File: src/rtl/instr_fetch_queue_pkg.sv
// Shared fetch-queue definitions: default word width, PC increment, reset PC and word type.
package instr_fetch_queue_pkg;

  localparam int unsigned IFQ_XLEN   = 32;
  localparam int unsigned IFQ_PC_INC = 4;
  localparam logic [IFQ_XLEN-1:0] IFQ_RESET_PC = '0;

  typedef logic [IFQ_XLEN-1:0] ifq_word_t;

endpackage

File: src/rtl/instr_fetch_queue_if.sv
// Fetch-stage bus bundle: imem request/response channel plus decode-side valid/ready output.
interface instr_fetch_queue_if
  import instr_fetch_queue_pkg::*;
#(
  parameter int unsigned XLEN = IFQ_XLEN
) ();

  logic            imem_req_valid;
  logic            imem_req_ready;
  logic [XLEN-1:0] imem_req_addr;
  logic            imem_rsp_valid;
  logic [XLEN-1:0] imem_rsp_data;
  logic            out_valid;
  logic            out_ready;
  logic [XLEN-1:0] out_instr;
  logic [XLEN-1:0] out_pc;

  modport master (
    output imem_req_valid, imem_req_addr, out_valid, out_instr, out_pc,
    input  imem_req_ready, imem_rsp_valid, imem_rsp_data, out_ready
  );

  modport slave (
    input  imem_req_valid, imem_req_addr, out_valid, out_instr, out_pc,
    output imem_req_ready, imem_rsp_valid, imem_rsp_data, out_ready
  );

endinterface

File: src/rtl/instr_fetch_queue_fifo.sv
// ifq_fifo: synchronous FIFO with flush and occupancy count; push and pop may coincide when full.
module ifq_fifo #(
  parameter  int unsigned WIDTH = 32,
  parameter  int unsigned DEPTH = 4,
  localparam int unsigned AW    = (DEPTH > 1) ? $clog2(DEPTH) : 1,
  localparam int unsigned CW    = $clog2(DEPTH + 1)
) (
  input  logic             clk,
  input  logic             rst_n,
  input  logic             i_push,
  input  logic [WIDTH-1:0] i_data,
  input  logic             i_pop,
  input  logic             i_flush,
  output logic [WIDTH-1:0] o_data,
  output logic [CW-1:0]    o_count
);

  logic [WIDTH-1:0] r_mem [DEPTH];
  logic [AW-1:0]    r_rd_ptr;
  logic [AW-1:0]    r_wr_ptr;
  logic [CW-1:0]    r_count;
  logic             w_pop;
  logic             w_push;

  function automatic logic [AW-1:0] next_ptr(input logic [AW-1:0] p);
    return (p == AW'(DEPTH - 1)) ? '0 : p + AW'(1);
  endfunction

  assign w_pop   = i_pop & (r_count != '0);
  assign w_push  = i_push & ((r_count != CW'(DEPTH)) | w_pop);
  assign o_data  = r_mem[r_rd_ptr];
  assign o_count = r_count;

  always_ff @(posedge clk or negedge rst_n) begin
    if (!rst_n) begin
      r_rd_ptr <= '0;
      r_wr_ptr <= '0;
      r_count  <= '0;
      for (int i = 0; i < int'(DEPTH); i++) r_mem[i] <= '0;
    end else if (i_flush) begin
      r_rd_ptr <= '0;
      r_wr_ptr <= '0;
      r_count  <= '0;
    end else begin
      if (w_push) begin
        r_mem[r_wr_ptr] <= i_data;
        r_wr_ptr        <= next_ptr(r_wr_ptr);
      end
      if (w_pop) r_rd_ptr <= next_ptr(r_rd_ptr);
      r_count <= r_count + CW'(w_push) - CW'(w_pop);
    end
  end

endmodule

File: src/rtl/instr_fetch_queue.sv
// Fetch stage: PC generator with credit-limited imem requests, in-order instruction queue,
// redirect flush with in-flight discard, and halt. IFQ_PERF_CNT_EN adds fetch/flush/drop counters.
module instr_fetch_queue
  import instr_fetch_queue_pkg::*;
#(
  parameter int unsigned    XLEN      = IFQ_XLEN,
  parameter int unsigned    DEPTH     = 4,
  parameter int unsigned    MAX_OUTST = 2,
  parameter logic [XLEN-1:0] RESET_PC = XLEN'(IFQ_RESET_PC)
) (
  input  logic               clk,
  input  logic               rst_n,
  input  logic               halt,
  input  logic               branch_en,
  input  logic [XLEN-1:0]    branch_addr,
  output logic               branch_taken,
`ifdef IFQ_PERF_CNT_EN
  output logic [31:0]        perf_fetch_cnt,
  output logic [31:0]        perf_flush_cnt,
  output logic [31:0]        perf_drop_cnt,
`endif
  instr_fetch_queue_if.master bus
);

  localparam int unsigned QCW = $clog2(DEPTH + 1);
  localparam int unsigned OCW = $clog2(MAX_OUTST + 1);

  logic [XLEN-1:0]   r_fetch_pc;
  logic [OCW-1:0]    r_drop;
  logic              r_req_hold;

  logic [QCW-1:0]    w_q_count;
  logic [OCW-1:0]    w_outst;
  logic [QCW:0]      w_used;
  logic              w_credit;
  logic              w_req_valid;
  logic              w_req_fire;
  logic              w_rsp_drop;
  logic              w_q_push;
  logic [XLEN-1:0]   w_rsp_pc;
  logic [2*XLEN-1:0] w_q_head;
  logic [XLEN-1:0]   w_branch_tgt;

  // Credit: every issued request must already own a queue slot, so responses never stall.
  assign w_used      = (QCW+1)'(w_outst) + (QCW+1)'(w_q_count);
  assign w_credit    = (w_used < (QCW+1)'(DEPTH)) & (w_outst < OCW'(MAX_OUTST));
  assign w_req_valid = ~branch_en & (r_req_hold | (~halt & w_credit));
  assign w_req_fire  = w_req_valid & bus.imem_req_ready;

  // A response is stale if an earlier redirect marked it, or a redirect arrives with it.
  assign w_rsp_drop   = bus.imem_rsp_valid & ((r_drop != '0) | branch_en);
  assign w_q_push     = bus.imem_rsp_valid & ~w_rsp_drop;
  assign w_branch_tgt = branch_addr & ~XLEN'(3);

  assign bus.imem_req_valid = w_req_valid;
  assign bus.imem_req_addr  = r_fetch_pc;
  assign bus.out_valid      = (w_q_count != '0);
  assign bus.out_pc         = w_q_head[2*XLEN-1:XLEN];
  assign bus.out_instr      = w_q_head[XLEN-1:0];

  // In-flight PC tracker; its occupancy doubles as the outstanding-request count.
  ifq_fifo #(.WIDTH(XLEN), .DEPTH(MAX_OUTST)) u_pc_fifo (
    .clk     (clk),
    .rst_n   (rst_n),
    .i_push  (w_req_fire),
    .i_data  (r_fetch_pc),
    .i_pop   (bus.imem_rsp_valid),
    .i_flush (1'b0),
    .o_data  (w_rsp_pc),
    .o_count (w_outst)
  );

  ifq_fifo #(.WIDTH(2*XLEN), .DEPTH(DEPTH)) u_instr_q (
    .clk     (clk),
    .rst_n   (rst_n),
    .i_push  (w_q_push),
    .i_data  ({w_rsp_pc, bus.imem_rsp_data}),
    .i_pop   (bus.out_ready),
    .i_flush (branch_en),
    .o_data  (w_q_head),
    .o_count (w_q_count)
  );

  always_ff @(posedge clk or negedge rst_n) begin
    if (!rst_n) begin
      r_fetch_pc   <= RESET_PC;
      r_drop       <= '0;
      r_req_hold   <= 1'b0;
      branch_taken <= 1'b0;
    end else begin
      r_req_hold   <= w_req_valid & ~bus.imem_req_ready;
      branch_taken <= branch_en;
      if (branch_en) begin
        // Everything still in flight after this cycle's response belongs to the old path.
        r_fetch_pc <= w_branch_tgt;
        r_drop     <= w_outst - OCW'(bus.imem_rsp_valid);
      end else begin
        if (w_req_fire) r_fetch_pc <= r_fetch_pc + XLEN'(IFQ_PC_INC);
        if (w_rsp_drop) r_drop     <= r_drop - OCW'(1);
      end
    end
  end

`ifdef IFQ_PERF_CNT_EN
  always_ff @(posedge clk or negedge rst_n) begin
    if (!rst_n) begin
      perf_fetch_cnt <= '0;
      perf_flush_cnt <= '0;
      perf_drop_cnt  <= '0;
    end else begin
      perf_fetch_cnt <= perf_fetch_cnt + 32'(w_req_fire);
      perf_flush_cnt <= perf_flush_cnt + 32'(branch_en);
      perf_drop_cnt  <= perf_drop_cnt + 32'(w_rsp_drop);
    end
  end
`endif

endmodule

File: src/flat_wrapper.sv
// flat-port wrapper written by rule: the top's interface ports become plain ports
module instr_fetch_queue_flat import instr_fetch_queue_pkg::*;
#(
  parameter int unsigned    XLEN      = IFQ_XLEN,
  parameter int unsigned    DEPTH     = 4,
  parameter int unsigned    MAX_OUTST = 2,
  parameter logic [XLEN-1:0] RESET_PC = XLEN'(IFQ_RESET_PC)
)
  (clk, rst_n, halt, branch_en, branch_addr, branch_taken, bus_imem_req_valid, bus_imem_req_addr, bus_out_valid, bus_out_instr, bus_out_pc, bus_imem_req_ready, bus_imem_rsp_valid, bus_imem_rsp_data, bus_out_ready);
  instr_fetch_queue_if #(.XLEN(XLEN)) bus_i ();
  input  logic clk;
  input  logic rst_n;
  input  logic halt;
  input  logic branch_en;
  input  logic [XLEN-1:0] branch_addr;
  output logic branch_taken;
  output wire logic [$bits(bus_i.imem_req_valid)-1:0] bus_imem_req_valid;
  output wire logic [$bits(bus_i.imem_req_addr)-1:0] bus_imem_req_addr;
  output wire logic [$bits(bus_i.out_valid)-1:0] bus_out_valid;
  output wire logic [$bits(bus_i.out_instr)-1:0] bus_out_instr;
  output wire logic [$bits(bus_i.out_pc)-1:0] bus_out_pc;
  input wire logic [$bits(bus_i.imem_req_ready)-1:0] bus_imem_req_ready;
  input wire logic [$bits(bus_i.imem_rsp_valid)-1:0] bus_imem_rsp_valid;
  input wire logic [$bits(bus_i.imem_rsp_data)-1:0] bus_imem_rsp_data;
  input wire logic [$bits(bus_i.out_ready)-1:0] bus_out_ready;
  assign bus_imem_req_valid = bus_i.imem_req_valid;
  assign bus_imem_req_addr = bus_i.imem_req_addr;
  assign bus_out_valid = bus_i.out_valid;
  assign bus_out_instr = bus_i.out_instr;
  assign bus_out_pc = bus_i.out_pc;
  assign bus_i.imem_req_ready = bus_imem_req_ready;
  assign bus_i.imem_rsp_valid = bus_imem_rsp_valid;
  assign bus_i.imem_rsp_data = bus_imem_rsp_data;
  assign bus_i.out_ready = bus_out_ready;
  instr_fetch_queue #(.XLEN(XLEN), .DEPTH(DEPTH), .MAX_OUTST(MAX_OUTST), .RESET_PC(RESET_PC)) u_core (.clk(clk), .rst_n(rst_n), .halt(halt), .branch_en(branch_en), .branch_addr(branch_addr), .branch_taken(branch_taken), .bus(bus_i));
endmodule
File: config.mk
export PLATFORM = sky130hd
export DESIGN_NAME = instr_fetch_queue_flat
export DESIGN_NICKNAME = d
export VERILOG_FILES = /design/src/rtl/instr_fetch_queue_pkg.sv /design/src/rtl/instr_fetch_queue_if.sv /design/src/rtl/instr_fetch_queue_fifo.sv /design/src/rtl/instr_fetch_queue.sv /design/src/flat_wrapper.sv
export SDC_FILE = /design/constraint.sdc
export NUM_CORES = 1
export LEC_CHECK = 0
export BUFFER_PORTS_ARGS = -buffer_cell sky130_fd_sc_hd__buf_2
export CAP_MARGIN = 20
export CORE_UTILIZATION = 35
export CTS_CLUSTER_DIAMETER = 150
export DETAILED_ROUTE_END_ITERATION = 10
export PLACE_DENSITY = 0.51
export SLEW_MARGIN = 25
export SYNTH_ARGS = -nofsm -noshare
export SYNTH_HDL_FRONTEND = slang
export SYNTH_SLANG_ARGS = --single-unit
File: constraint.sdc
create_clock -name clk -period 2.5 [get_ports clk]
set_input_delay 0.375 -clock clk [delete_from_list [all_inputs] [get_ports clk]]
set_output_delay 0.375 -clock clk [all_outputs]
set_load 0.005 [all_outputs]
==> impl_metrics.csv <==
group,metric,value,unit
logic_synthesis,syn_avg_cell_area,13.2,um2
floorplanning,dieArea,45200,um2
logic_synthesis,syn-instance-count,1181,
placed_design,io_buffer_count,163,
setup_path,cp.arrival,2.06,ns
global_routing,antenna_found_initial,0,
cells_and_area,fill_cells,4131,
pwr,finalPower,19100,uW
placed_design,place_congestion,0.738,
global_routing,grt-ovfl-total,0,
pwr,seqPwrFrac,0.424,
pwr,swShare,0.297,
pwr,p_leak,0.00870,uW
setup_path,cp-end-kind,"output pin",
logic_synthesis,synth_seq_cells,353,
cells_and_area,multi_input_area,6300,um2
drt,drcViolationCount,0,
clock_network,worst_skew_pair.late_latency,0.55,ns
sta,relSlewSlack,0.618,
drt,detail-route-antenna-nets,0,
clock_network,clk_pin_slew,0.06,ns
drt,drt_iter0_drc,535,
cells_and_area,final_cell_mix,"350 x dfrtp_1, 185 x mux2_2, 160 x buf_2",
placed_design,dpl.hpwl,23.4,mm
clock_network,cts_buffer_depth,3,
cells_and_area,areaGrowthSynthToFinish,20.5,%
logic_synthesis,syn_area,15500,um2
clock_network,cts_inserted_buffers,40,
drt,viasPerCell,4.96,
floorplanning,io_pins,170,
floorplanning,initial_core_util,0.357,
logic_synthesis,synth_cell_types,56,
sta,setup_viol_count_final,0,
placed_design,placed_area,17300,um2
setup_path,critPathLaunchType,"register",
setup_path,cp_max_fo,22,
logic_synthesis,seq_area_frac_synth,0.569,
drt,vias,9808,
flow_run,maxCapViolations,0,
sta,rsz0062_at_grt,"true",
global_routing,grt.total_usage,0.163,
sta,skew,0.0199,ns
setup_path,worst_path_max_delay_cell,"mux4_2",
sta,fmax,0.410,GHz
sta,hold_viol_final,0,
cells_and_area,final_common_cell,"dfrtp_1",
floorplanning,core,43500,um2
pwr,power_density,1020,nW/um2
cells_and_area,fin_area,18700,um2
logic_synthesis,async_flop_share,1.00,
drt,wl_per_cell,18.3,um
clock_network,numClockSinks,353,
pwr,internal-power,13400,uW
floorplanning,rows,76,
cells_and_area,num_antenna_cells,0,
drt,dr.pass1.iters,6,
pwr,irDropWorstVdd,0.505,mV
floorplanning,die_w,213,um
logic_synthesis,synthFlopType,"dfrtp_1",
pwr,p_comb_frac,0.279,
sta,min_period_over_period,0.975,
cells_and_area,drive_above_1_share,0.385,
setup_path,cp.required,2.12,ns
setup_path,path_class,"register to output pin",
setup_path,worstPathCellList,"clkbuf_16 > mux4_2 > buf_2",
floorplanning,die_height,213,um
cells_and_area,seq_area,8840,um2
clock_network,cts-root-buf,"clkbuf_16",
sta,min_period,2.44,ns
sta,report.final.slew_viol_count,0,
setup_path,critPathBufInv,2,
pwr,pwr-share-clk,0.297,
setup_path,critPathMaxStageDelay,0.54,ns
hold_path,hold_class,"input pin to register",
global_routing,grt_pass1_wl,57.2,mm
logic_synthesis,ys_warn_count,0,
clock_network,cts_tree,"done",
global_routing,grt_pass1_vias,10200,
cells_and_area,fin_nets,1450,
clock_network,h-tree-depth,2,
global_routing,grt_max_degree,72,
run_status,status,"finished, final reports clean",
pwr,switching_power,5680,uW
logic_synthesis,synth_edf_count,0,
cells_and_area,final_core_util,0.431,
setup_path,crit_family,"multiplexers",
drt,routed_wl,36.1,mm
sta,tightestPinTransition,0.568,ns
flip-flops by register name (all words and copies together), names as in the netlist:
register                   cells
u_core.u_pc_fifo.r_wr_ptr      1
u_core.u_instr_q.o_count       3
u_core.u_instr_q.r_wr_ptr      2
u_core.branch_taken            1
u_core.r_req_hold              1
u_core.u_pc_fifo.r_mem        60
u_core.u_instr_q.r_mem       248
u_core.r_drop                  2
u_core.u_instr_q.r_rd_ptr      2
u_core.u_pc_fifo.o_count       2
u_core.bus.imem_req_addr      30
u_core.u_pc_fifo.r_rd_ptr      1
synthesized netlist by cell type (all sizes together) (2+ instances only):
master  number  area share
dfrtp      353        0.57
mux2       187        0.14
nand2      154       0.037
o21ai      136       0.044
mux4        62       0.090
buf         51       0.017
clkbuf      30      0.0072
mux2i       30       0.019
nor2        23      0.0057
inv         18      0.0043
ha          13       0.010
nand4       13      0.0052
nor3        13      0.0063
nand3       12      0.0039
a311oi       9      0.0051
and3         9      0.0036
xnor2        9      0.0051
xor2         9      0.0051
a21oi        8      0.0026
a211oi       6      0.0029
nor4         5      0.0034
a221oi       4      0.0023
and2         3      0.0012
nor3b        2     0.00097
or3          2     0.00081
per-layer routing:
| layer | GRT usage | wire (um) | up-vias |
|---|---|---|---|
| met5 | 0 | 0 | - |
| met4 | 0.0412 | 593 | 0 |
| met3 | 0.0344 | 1560 | 48 |
| met2 | 0.258 | 16600 | 210 |
| met1 | 0.229 | 17400 | 4935 |
| li1 | - | - | 4615 |
kinds of logic (layout without fill, tap and decap cells):
logic type,Yosys count,count (layout),share of synthesized area
flip-flops,353,353,0.569
multiplexers,279,279,0.245
AND/OR/NAND/NOR,242,242,0.0714
AO/OA/AOI/OAI,175,175,0.0644
buffers and inverters,99,308,0.0287
XOR/XNOR,18,18,0.0101
adder cells (fa/ha/maj),14,14,0.0118
other,1,4,0.000241
area by class of cell:
cell class,count,area share
clock buffers,62,0.0634
flip-flops and latches,353,0.472
multi-input cells,732,0.337
clock inverters,8,0.00408
inverters,18,0.00361
repair buffers,220,0.0806
well taps,585,0.0391
tightest hold or removal path, stage by stage:
cell and delay [ns]:
buf_2 0.07, nand2_1 0.05, o21ai_1 0.06
power by group through the flow:
stage                     Sequential, uW  Clock, uW  Combinational (uW)
after floorplan                     7880          0                3540
after global placement              8110          0                5290
after detailed placement            8190          0                5370
after CTS                           8100       5890                5430
after global routing                8320       6080                5900
final                               8100       5670                5340
path summary, 6_finish.rpt:
check / slack (ns) / end / cells after the start / startpoint
max: 0.06 / bus_out_pc[15] / 3 / u_core.u_instr_q.r_rd_ptr[0]
min: 0.04 / u_core.bus.imem_req_addr[13] / 3 / branch_addr[13]
max reg2reg: 0.23 / u_core.u_instr_q.o_count[2] / 10 / u_core.u_instr_q.o_count[0]
min reg2reg: 0.47 / u_core.u_instr_q.r_mem[189] / 2 / u_core.u_instr_q.r_mem[189]
max in group asynchronous: 1.37 / u_core.u_instr_q.r_mem[215] / 3 / rst_n
min in group asynchronous: 0.37 / u_core.u_instr_q.r_mem[8] / 2 / rst_n
repair_timing:
item	CTS	global route
resized for setup	4	3
hold endpoints to repair	57	0
gates cloned	0	1
endpoints found under the setup margin	61	47
hold buffers	7	0
pin swaps	0	0
setup buffers	0	0
through the flow:
stage / instances / setup WS (ns) / setup TNS [ns] / hold slack, ns
after global placement: 1900 / 0.224 / 0 / 0.349
final: 1978 / 0.0626 / 0 / 0.0447
after global routing: 1978 / -0.0152 / -0.0939 / 0.0311
after detailed placement: 1900 / 0.235 / 0 / 0.354
after CTS: 1977 / -0.0691 / -0.889 / 0.00360
after floorplan: 1184 / 0.337 / 0 / 0.0794
Note: power is estimated with default switching activity, not from simulation.
